===== src/rtl/regfile_dec_pkg.sv =====
// Shared definitions for the register-file write-enable decoder.
// Contents:
//   aw_of()          - address width needed to index a register file of a given size
//   DEF_WIDTH/PORTS  - the default core configuration (32 registers, 2 write ports)
//   stage_default_t  - pipeline stage record for the default configuration
//   STAGE_BUBBLE     - all-zero stage record (an empty pipeline slot)
package regfile_dec_pkg;

  localparam int DEF_WIDTH = 32;
  localparam int DEF_PORTS = 2;

  // A one-register file would still need one address bit to keep port widths legal.
  function automatic int aw_of(input int width);
    return (width < 2) ? 1 : $clog2(width);
  endfunction

  // The top rebuilds this record with its own parameter widths. This fixed-size
  // version describes the field layout for the default core.
  typedef struct packed {
    logic [DEF_WIDTH-1:0] we_vec;
    logic [DEF_PORTS-1:0] port_won;
    logic                 collision;
  } stage_default_t;

  localparam stage_default_t STAGE_BUBBLE = '0;

endpackage


===== src/rtl/regfile_wr_decoder_pipe_onehot_decode.sv =====
// Combinational one-hot decoder for a single write port.
// Ports:
//   addr   in  AW     register index
//   en     in  1      port is allowed to write
//   onehot out WIDTH  bit addr set when en, otherwise all zero
module onehot_decode
  import regfile_dec_pkg::*;
#(
  parameter int WIDTH = 32,
  parameter int AW    = aw_of(WIDTH)
) (
  input  logic [AW-1:0]    addr,
  input  logic             en,
  output logic [WIDTH-1:0] onehot
);

  // WIDTH is a power of two, so every address value selects a real bit.
  always_comb begin
    onehot = '0;
    if (en) begin
      onehot[addr] = 1'b1;
    end
  end

endmodule


===== src/rtl/regfile_wr_decoder_pipe.sv =====
// Pipelined write-enable decoder for the register file of the pipelined ARM core.
// Up to PORTS write addresses are decoded into one shared word-enable vector.
// Writes to the zero register are dropped, and when two ports hit the same
// register the highest-indexed port wins. The result goes through STAGES
// registers that the hazard unit can stall or flush.
// Ports:
//   clk              in   rising-edge clock
//   reset_n          in   synchronous active-low reset
//   stall            in   hold every stage
//   flush            in   load bubbles into every stage (beats stall)
//   en               in   PORTS       per-port write request
//   addr             in   PORTS*AW    packed addresses, port p at [p*AW +: AW]
//   clr_sticky       in   clear the latched collision flag
//   we_vec           out  WIDTH       registered word-enable vector
//   port_won         out  PORTS       registered, port p's write is in we_vec
//   valid_out        out  |we_vec
//   collision        out  registered pulse aligned with we_vec
//   collision_sticky out  latched collision flag
module regfile_wr_decoder_pipe
  import regfile_dec_pkg::*;
#(
  parameter int WIDTH        = 32,
  parameter int PORTS        = 2,
  parameter int STAGES       = 1,
  parameter int HAS_ZERO_REG = 1,
  parameter int ZERO_IDX     = WIDTH - 1
) (
  input  logic                     clk,
  input  logic                     reset_n,
  input  logic                     stall,
  input  logic                     flush,
  input  logic [PORTS-1:0]         en,
  input  logic [PORTS*aw_of(WIDTH)-1:0] addr,
  input  logic                     clr_sticky,
  output logic [WIDTH-1:0]         we_vec,
  output logic [PORTS-1:0]         port_won,
  output logic                     valid_out,
  output logic                     collision,
  output logic                     collision_sticky
);

  localparam int AW = aw_of(WIDTH);
  localparam logic [AW-1:0] ZERO_ADDR = AW'(ZERO_IDX);

  typedef struct packed {
    logic [WIDTH-1:0] we_vec;
    logic [PORTS-1:0] port_won;
    logic             collision;
  } stage_t;

  logic [AW-1:0]    port_addr   [PORTS];
  logic [WIDTH-1:0] port_onehot [PORTS];
  logic [PORTS-1:0] req;
  logic [PORTS-1:0] won;
  logic [WIDTH-1:0] dec_we;
  logic             dec_collision;
  stage_t           dec;

  stage_t           pipe_d [STAGES];
  stage_t           pipe_q [STAGES];
  stage_t           last;
  logic             sticky;

  // A zero-register write is removed here, before arbitration, so it can never
  // take part in a collision.
  for (genvar p = 0; p < PORTS; p++) begin : g_port
    assign port_addr[p] = addr[p*AW +: AW];
    assign req[p] = en[p] && !((HAS_ZERO_REG != 0) && (port_addr[p] == ZERO_ADDR));

    onehot_decode #(
      .WIDTH (WIDTH),
      .AW    (AW)
    ) u_onehot (
      .addr   (port_addr[p]),
      .en     (won[p]),
      .onehot (port_onehot[p])
    );
  end

  // A port loses only to a higher-indexed requester on the same address, so
  // every live address keeps exactly one winner.
  always_comb begin
    won           = req;
    dec_collision = 1'b0;
    for (int p = 0; p < PORTS; p++) begin
      for (int q = p + 1; q < PORTS; q++) begin
        if (req[p] && req[q] && (port_addr[p] == port_addr[q])) begin
          won[p]        = 1'b0;
          dec_collision = 1'b1;
        end
      end
    end
  end

  // Winners have distinct addresses, so OR-ing them builds a multi-write vector.
  always_comb begin
    dec_we = '0;
    for (int p = 0; p < PORTS; p++) begin
      dec_we = dec_we | port_onehot[p];
    end
  end

  assign dec = '{we_vec: dec_we, port_won: won, collision: dec_collision};

  // Stage s loads from stage s-1 (stage 0 loads from the decoder). Flush zeroes
  // every stage, even while stalled.
  for (genvar s = 0; s < STAGES; s++) begin : g_stage
    if (s == 0) begin : g_head
      assign pipe_d[s] = dec;
    end else begin : g_tail
      assign pipe_d[s] = pipe_q[s-1];
    end

    always_ff @(posedge clk) begin
      if (!reset_n) begin
        pipe_q[s] <= '0;
      end else if (flush) begin
        pipe_q[s] <= '0;
      end else if (!stall) begin
        pipe_q[s] <= pipe_d[s];
      end
    end
  end

  // The flag is set on the edge that loads a collision into the output stage,
  // so it rises together with the collision pulse. A set on the same edge as a
  // clear wins over the clear.
  always_ff @(posedge clk) begin
    if (!reset_n) begin
      sticky <= 1'b0;
    end else if (!flush && !stall && pipe_d[STAGES-1].collision) begin
      sticky <= 1'b1;
    end else if (clr_sticky) begin
      sticky <= 1'b0;
    end
  end

  assign last             = pipe_q[STAGES-1];
  assign we_vec           = last.we_vec;
  assign port_won         = last.port_won;
  assign collision        = last.collision;
  assign valid_out        = |last.we_vec;
  assign collision_sticky = sticky;

endmodule


===== config.mk =====
export PLATFORM = sky130hd
export DESIGN_NAME = regfile_wr_decoder_pipe
export DESIGN_NICKNAME = d
export VERILOG_FILES = /design/src/rtl/regfile_dec_pkg.sv /design/src/rtl/regfile_wr_decoder_pipe_onehot_decode.sv /design/src/rtl/regfile_wr_decoder_pipe.sv
export SDC_FILE = /design/constraint.sdc
export NUM_CORES = 1
export LEC_CHECK = 0
export CORE_MARGIN = 2
export CORE_UTILIZATION = 30
export CTS_CLUSTER_SIZE = 28
export DETAILED_ROUTE_END_ITERATION = 10
export GPL_TIMING_DRIVEN = 0
export SETUP_SLACK_MARGIN = 0.02
export SYNTH_ARGS = -nofsm -noshare
export SYNTH_HDL_FRONTEND = slang
export SYNTH_SLANG_ARGS = --single-unit

===== constraint.sdc =====
create_clock -name clk -period 1.8 [get_ports clk]
set_clock_uncertainty 0.05 [all_clocks]
set_input_delay 0.18 -clock clk [delete_from_list [all_inputs] [get_ports clk]]
set_output_delay 0.18 -clock clk [all_outputs]
set_load 0.03 [all_outputs]

Yosys cells after proc, flatten, opt, wreduce, memory -nomap -nowiden

Memory sizes are Yosys's and may differ from the RTL's.
Cells that the tools add are included.

Bits in registers: 1
Memory bits (writable): 35
Input port bits: 17
Memories: 1

Magnitude comparators: 4
Equal/unequal tests: 3
Mux-type cells: 22
Bitwise logic cells: 1
Reductions and logical operators: 16

Memories:

| name   | depth | bits a word | read ports | clocked after memory_dff | wr ports | line                          | RTL |
|---|---|---|---|---|---|---|---|
| pipe_q | 1     | 35          | 1          | 0                        | 1        | regfile_wr_decoder_pipe.sv:60 | `stage_t pipe_q [STAGES];` |

Operators with widths:

| operator           | number |
|---|---|
| $mux 35            | 2 |
| $reduce_or 35->1   | 2 |
| $mux 32            | 2 |
| $or 32x32->32      | 1 |
| $reduce_or 32->1   | 1 |
| $mux 1             | 16 |
| $lt 5x6->1 const B | 2 |
| $demux 1 s5        | 2 |
| $eq 5x5->1 const B | 2 |
| $ge 5x1->1 const B | 2 |
| $logic_and 1x1->1  | 8 |
| $eq 5x5->1         | 1 |
| $logic_not 1->1    | 4 |
| $reduce_bool 2->1  | 1 |

Logic depth before layout (Yosys ltp)

Gate-level depths: netlist (run 1).

Word-level depth: 9
Mapped depth: 5
Mapped depth without buffers: 4

Hierarchy

From an unflattened synthesis (run 1), not the netlist that was laid out.

Cell total of the unflattened synthesis: 200
Area, all modules: 2044.5 µm²

By module, submodules not included:

| module                  | times used | cells each | area an instance (µm²) | sequential area each (µm²) |
|---|---|---|---|---|
| regfile_wr_decoder_pipe | 1          | 106        | 1584.0                 | 1071.0 |
| onehot_decode           | 2          | 47         | 230.2                  | 0.0 |

Worst setup path before layout (run 1)

No wires, ideal clock.

Kind: input-to-reg
Start point: in flush
End point: mem pipe_q[0][0] in the netlist's numbering (enable)
Data arrival time: 1.051 ns
Path slack: 0.111 ns
Stages: 1
Path buffers: 0
Cell sequence: nand3b_1

Longest elaborated chain between the ends: 6
Elaborated cells on any way between the ends: 10

Ends and longest elaborated chain:

| what                         | line                           | RTL |
|---|---|---|
| start, declared              | regfile_wr_decoder_pipe.sv:31  | `input logic flush,` |
| $mux 1                       | regfile_wr_decoder_pipe.sv:117 | `end else if (flush) begin` |
| $mux 1                       | regfile_wr_decoder_pipe.sv:115 | `if (!reset_n) begin` |
| $mux 1 (implied by the code) | regfile_wr_decoder_pipe.sv:118 | `pipe_q[s] <= '0;` |
| $reduce_or 35->1 (no line)   | n/a                            |  |
| $mux 1 (no line)             | n/a                            |  |
| $mux 1 (no line) *           | n/a                            |  |
| end, declared                | regfile_wr_decoder_pipe.sv:60  |  |

Every way passes the cells marked *; elsewhere a longest branch is shown, timed or not.

Worst setup path after layout (run 1)

Start point: mem pipe_q[0][12] in the netlist's numbering
End point: out valid_out

Longest elaborated chain between the ends: 2

Ends and longest elaborated chain:

| what             | line                           | RTL |
|---|---|---|
| $mem_v2 1x35     | n/a                            |  |
| $reduce_or 32->1 | regfile_wr_decoder_pipe.sv:142 | `assign valid_out = \|last.we_vec;` |
| end, declared    | regfile_wr_decoder_pipe.sv:37  | `output logic valid_out,` |

Every way passes these cells.

==> results.md, run 1 <==
- Num CTS Buffers: 5
- Crit-path max FO: 2
- Setup Viol. Count Final: 1
- CTS clk-pin slew, worst paths: 70 ps
- Post-Syn Nets: approximately 160
- CP Cell Sequence: nor4_2 -> nand4_1 -> or2_4 -> buf_6
- Rel. slew slack: 0.664
- Tightest Pin Transition: between 500 and 600 ps
- Period utilisation layout: 1.02
- Global Route Usage Sum: 0.149
- Ports: 54
- Max-slew violation count: 0
- Register bit total from synthesis: 36
- Die height: 81.2 um
- Clock Path Buffers: 2
- Post-layout min period: 1830 ps
- CP required: 1570 ps
- First-pass GRT wire length: between 7000 and 8000 um
- Antenna cells: 0
- Yosys warns: 0
- RSZ-0062 raised after global routing: true
- Status: complete, but fails checks
- Hold wc startpoint: reset_n
- Drt pass-1 iters: 4
- Crit end category: primary output
- Vias in the first global route: 1479
- Arrival @ worst endpoint: roughly 1600 ps
- GRT Residual Overflow: 0
- Synthesized instance count: between 100 and 150
- H-tree Lvls: 2
- Detail Placement HPWL: ~3400 um
- Clk sinks: 36
- Vias per cell: about 5.4
- Max frequency: roughly 0.55 GHz
- Distinct cells, synth: 28
- Layout cells sized above 1: 0.197
- CTS tree: yes
- Final wirelength: 4610 um
- Max IR drop VDD: ~280 uV
- RR Endpoint: collision_sticky
- GPL Wtd Cong: between 0.8 and 0.9
- Vias: ~1500
- PortBufs: 53
- Final Hold Vio Count: 0
- Power per cell area: 675 nW/um^2
- Register area share after synthesis: 0.599
- Setup TNS: -28.5 ps
- Worst-Skew Late Latency: roughly 290 ps
- Clock root cell: clkbuf_8
- Initial Util: 0.306
- Pre-CTS setup slack: -569 ps
- Largest stage delay on the critical path: between 400 and 500 ps
- Crit-path slowest cell: edfxtp_1
- Commonest non-fill, non-tap cell in the layout: clkdlybuf4s50_1
- Hold Slack: ~170 ps
- Antenna viol nets, final: 0
- DRC viols: 0
- Initial antenna violation count: 0
- Die width: roughly 80 um
- Avg Cell Area, Syn: about 13 um^2
- Num rows: 28
- Pleak: about 0.0009 uW
- Hold path cells: 3
- # Max-Cap Violations: 0
- Worst hold-check path type: input port to flip-flop
- Largest net degree at the start of global routing: 18
- Violated checks: negative setup slack
- Worst reg2reg path depth: 2
- Worst Slack Setup Final: -28.5 ps
- Area Overhead vs Synth: 51.0%
- Setup slack, reg-to-reg: about 1200 ps
- Total die area: 6600 um^2
- Reg-to-reg startpoint: collision_sticky
- WL/cell: ~16 um
- WS Path Type: flip-flop to primary output
- Fin nets: 224
- Core Footprint: around 5900 um^2
- Crit path launch type: flip-flop
- Most frequent cells in the layout: 42 x clkdlybuf4s50_1, 35 x edfxtp_1, 24 x o32ai_1, 10 x nand3_1, 9 x nand2_1
- Iter 0 DRT Violations: 94
- Mapped Area: around 1800 um^2
- Worst Hold End: collision_sticky
==> worst max path at each step <==
stage	startpoint	to	slack (ps)	cells after the start
4_1_cts	pipe_q[0][33]	valid_out	-50	4
3_5_place_dp	reset_n	pipe_q[0][30]	-570	4
2_1_floorplan	flush	pipe_q[0][0]	110	1
5_1_grt	pipe_q[0][33]	valid_out	-100	4
6_report	pipe_q[0][12]	valid_out	-30	4
3_3_place_gp	reset_n	pipe_q[0][14]	-740	2
==> worst max-delay path: cells and delay by family (launching register included) <==
family | cells | cell delay [ps]
DFF | 1 | 410
buffers and inverters | 1 | 130
and+or+nand+nor | 3 | 770
==> state kept, by name, summed over array words and instances (netlist names) <==
name,cells
pipe_q,35
collision_sticky,1
==> cell type report <==
type	count	area [um^2]
fillers	543	3150
flip-flops and latches	36	1070
multi-input cells	97	795
repair buffers	61	613
well taps	75	93.8
clock buffers	7	76.3
plain buffers	5	45.0
clock inverters	1	3.75
inverters	1	3.75
==> report_power, final <==
| group | internal, uW | switching, uW |
|---|---|---|
| logic | 135 | 184 |
| clock network | 269 | 264 |
| registers | 951 | 20.8 |
| total | 1350 | 469 |
==> cells in the mapped netlist <==
master      n  area, um^2
nand4_1     4        25.0
o211ai_1    1        7.51
o32ai_1    31         272
nor3b_1     1        7.51
nor4_4      1        21.3
nor2_1      5        18.8
edfxtp_1   35        1050
or3b_1      2        17.5
or3_1       1        6.26
nand2_1    10        37.5
nand3_1    12        60.1
o21ai_1     1        5.00
nor2b_1     4        25.0
buf_1       1        3.75
o2bb2ai_1   1        8.76
inv_1       1        3.75
nor2_2      1        6.26
xnor2_1     3        26.3
dfxtp_1     1        20.0
buf_6       3        33.8
buf_2       1        5.00
and2_1      1        6.26
and2b_1     1        7.51
xor2_1      2        17.5
nor4_1      8        50.1
conb_1      1        3.75
or2_2       2        12.5
nand3b_1    4        30.0
==> per-layer routing <==
metal | track usage | vias up | routed length, um
met2 | 0.240 | 44 | 2240
li1 | - | 728 | -
met5 | 0 | - | 0
met4 | 0.0610 | 0 | 74
met3 | 0.0178 | 6 | 163
met1 | 0.203 | 745 | 2140
==> repair_timing <==
action | in CTS | in global routing
gates resized for setup | 17 | 22
hold buffers | 0 | 0
gates cloned | 0 | 0
setup buffers | 6 | 1
pin swaps | 4 | 3
endpoints found under the setup margin | 51 | 32
==> cell families after synthesis <==
logic type	synth area share
and+or+nand+nor	0.185
AOI/OAI and AO/OA	0.164
DFF	0.599
other	0.00210
buffers and inverters	0.0259
xor gates and xnor gates	0.0245
==> through the flow <==
| step | util | power [uW] | std cells | instance area (um^2) |
|---|---|---|---|---|
| floorplan | - | 1140 | 139 | 1790 |
| global placement | 0.413 | 1280 | 267 | 2410 |
| detailed placement | 0.415 | 1290 | 268 | 2430 |
| CTS | 0.442 | 1820 | 282 | 2580 |
| global route | 0.462 | 1890 | 283 | 2700 |
| finish | 0.462 | 1820 | 283 | 2700 |
(Power assumes the default switching activity.)
==> run 2, diff against run 1 <==
Settings changed: CORE_MARGIN 2 to default.
==> run 2 against run 1 <==
  * The run still ends with negative setup slack left
  * Critical path depth is the same
  * Global-route usage grew 1.5 points
  * Final cell count stayed put
  * Critical endpoint unchanged
  * Largest power group unchanged
  * Highest routed layer unchanged
==> results.md, run 2 (same netlist as run 1, synthesis figures left out) <==
- Commonest non-fill, non-tap cell in the layout: clkdlybuf4s50_1
- Pleak: 0.000950 uW (+3.6%)
- Final instance count without filler cells: 283 (unchanged)
- Total die area: 6280 um^2 (-4.9%)
- Worst Slack Setup Final: -14.8 ps (+13.7 ps)
- Number of flip-flops in the largest register: 35 (unchanged)
- Largest net degree at the start of global routing: 22 (+4)
- Max-slew violation count: 0 (unchanged)
- Fin nets: 227 (+1.3%)
- Setup slack, reg-to-reg: 1190 ps (about the same)
- Area Overhead vs Synth: 53.3%
- H-tree Lvls: 2 (unchanged)
- Status: complete, but fails checks
- Vias per cell: 5.53 (+2.7%)
- CP Buf/Inv Count: 1 (unchanged)
- GPL Wtd Cong: 0.879 (+3.3%)
- Vias in the first global route: 1505 (+1.8%)
- Layout cells sized above 1: 0.213 (+0.0162)
- Post-layout min period: 1810 ps (-13.7 ps)
- Num CTS Buffers: 5 (unchanged)
- CTS tree: yes
- Most frequent cells in the layout: 41 x clkdlybuf4s50_1, 35 x edfxtp_1, 21 x o32ai_1, 11 x nand3_1
- Iter 0 DRT Violations: 94 (unchanged)
- RSZ-0062 raised after global routing: true
- RR Endpoint: collision_sticky
- Vias: 1564 (+2.7%)
- Worst path depth: 4 (unchanged)
- Initial Util: 0.317 (+0.0113)
- Crit path from: pipe_q[0][33]
- GRT Residual Overflow: 0 (unchanged)
- Clock root cell: clkbuf_8
- Antenna viol nets, final: 0 (unchanged)
- Core Footprint: 5640 um^2 (-3.6%)
- Clk sinks: 36 (unchanged)
- Die height: 79.2 um (-2.5%)
- Clock Path Buffers: 2 (unchanged)
- Global Route Usage Sum: 0.164 (+0.0149)
- Drt pass-1 iters: 4 (unchanged)
- Ports: 54 (unchanged)
- WL/cell: 17.1 um (+5.2%)
- Initial antenna violation count: 0 (unchanged)
- CP required: 1570 ps (about the same)
- DRC viols: 0 (unchanged)
- CP Cell Sequence: nor4_4 -> nand4_1 -> or2_4 -> buf_6
- Crit end category: primary output
- Worst-Skew Late Latency: 280 ps (about the same)
- Setup Viol. Count Final: 1 (unchanged)
- First-pass GRT wire length: 7730 um (+4.5%)
- CTS clk-pin slew, worst paths: 70 ps (about the same)
- PortBufs: 53 (unchanged)
- Worst reg2reg path depth: 2 (unchanged)
- Crit path launch type: flip-flop
- Worst hold-check path type: input port to flip-flop
- Die width: 79.2 um (-2.5%)
- Violated checks: negative setup slack
- Max IR drop VDD: 291 uV (+5.4%)
- Detail Placement HPWL: 3480 um (+1.0%)
- Final wirelength: 4850 um (+5.2%)
- Crit-path max FO: 2 (unchanged)
- # Max-Cap Violations: 0 (unchanged)
- Period utilisation layout: 1.01 (-0.00762)
- Arrival @ worst endpoint: 1580 ps (-20 ps)
- Max frequency: 0.551 GHz (+0.76%)
- Placed Cells: 265 (-1.1%)
- Final Hold Vio Count: 0 (unchanged)
- Reg with most FFs: pipe_q
- Antenna cells: 0 (unchanged)
- End point of the critical path: valid_out
- Num rows: 27 (-3.6%)
- Core Util, Final: 0.486 (+0.0244)
- Largest stage delay on the critical path: 440 ps (+30 ps)
- Reg-to-reg startpoint: collision_sticky
- Crit-path slowest cell: edfxtp_1
- Power per cell area: 669 nW/um^2 (-0.92%)
- Delay-heaviest family, CP: simple AND/OR/NAND/NOR gates
- WS Path Type: flip-flop to primary output
run 2: cell count changes in the layout (fill, tap and decap cells not counted), sizes merged:
cell	delta
clkinv	+2
buf	+3
clkdlybuf4s50	-1
dlymetal6s2s	+1
clkbuf	-2
run 2: final cells by class:
type	count	area, um^2
Clock buffer	5	68.8
Sequential cell	36	1070
Tap cell	72	90.1
Multi-Input combinational cell	97	812
Fill cell	496	2900
Clock inverter	3	13.8
Inverter	1	3.75
Timing Repair Buffer	64	638
Buffer	5	45.0
run 2: how the worst min path moves through the flow:
stage                                start  depth (start not counted)          endpoint
after floorplan                 clr_sticky                          1  collision_sticky
after global routing               reset_n                          3  collision_sticky
after CTS                       clr_sticky                          2  collision_sticky
after detailed placement  collision_sticky                          2  collision_sticky
final                              reset_n                          3  collision_sticky
after global placement    collision_sticky                          2  collision_sticky
run 2: worst register-to-register path: cells and delay by family, from the launching register on:
family / cells / cell delay [ps]
flops: 1 / 330
compound gates: 1 / 120
simple gates: 1 / 50
run 2: stage by stage:
step	setup TNS (ps)	setup slack (ps)	power [uW]	area [um^2]	hold WS, ps
after floorplan	0	111	1140	1790	218
after global placement	-42550	-767	1290	2410	397
after detailed placement	-20430	-581	1290	2420	407
after CTS	-59.0	-59.0	1820	2580	388
after global routing	-96.9	-96.9	1900	2740	198
final	-14.8	-14.8	1830	2740	177
run 2: power breakdown:
group | internal (uW) | total, uW | switching, uW
Sequential | 951 | 972 | 21.7
Combinational | 139 | 328 | 190
Clock | 262 | 534 | 272
run 2: metal layers:
| layer | track usage | part of all wire |
|---|---|---|
| met5 | 0 | 0 |
| met4 | 0.0673 | 0.013 |
| met3 | 0.0264 | 0.050 |
| met2 | 0.284 | 0.51 |
| met1 | 0.201 | 0.42 |
run 2: repair_timing:
| action | 4_1_cts | 5_1_grt |
|---|---|---|
| setup endpoints to repair | 35 | 53 |
| pin swaps | 4 | 2 |
| hold buffers | 0 | 0 |
| gates resized for setup | 18 | 23 |
| gates cloned | 0 | 0 |
| buffers inserted | 4 | 6 |
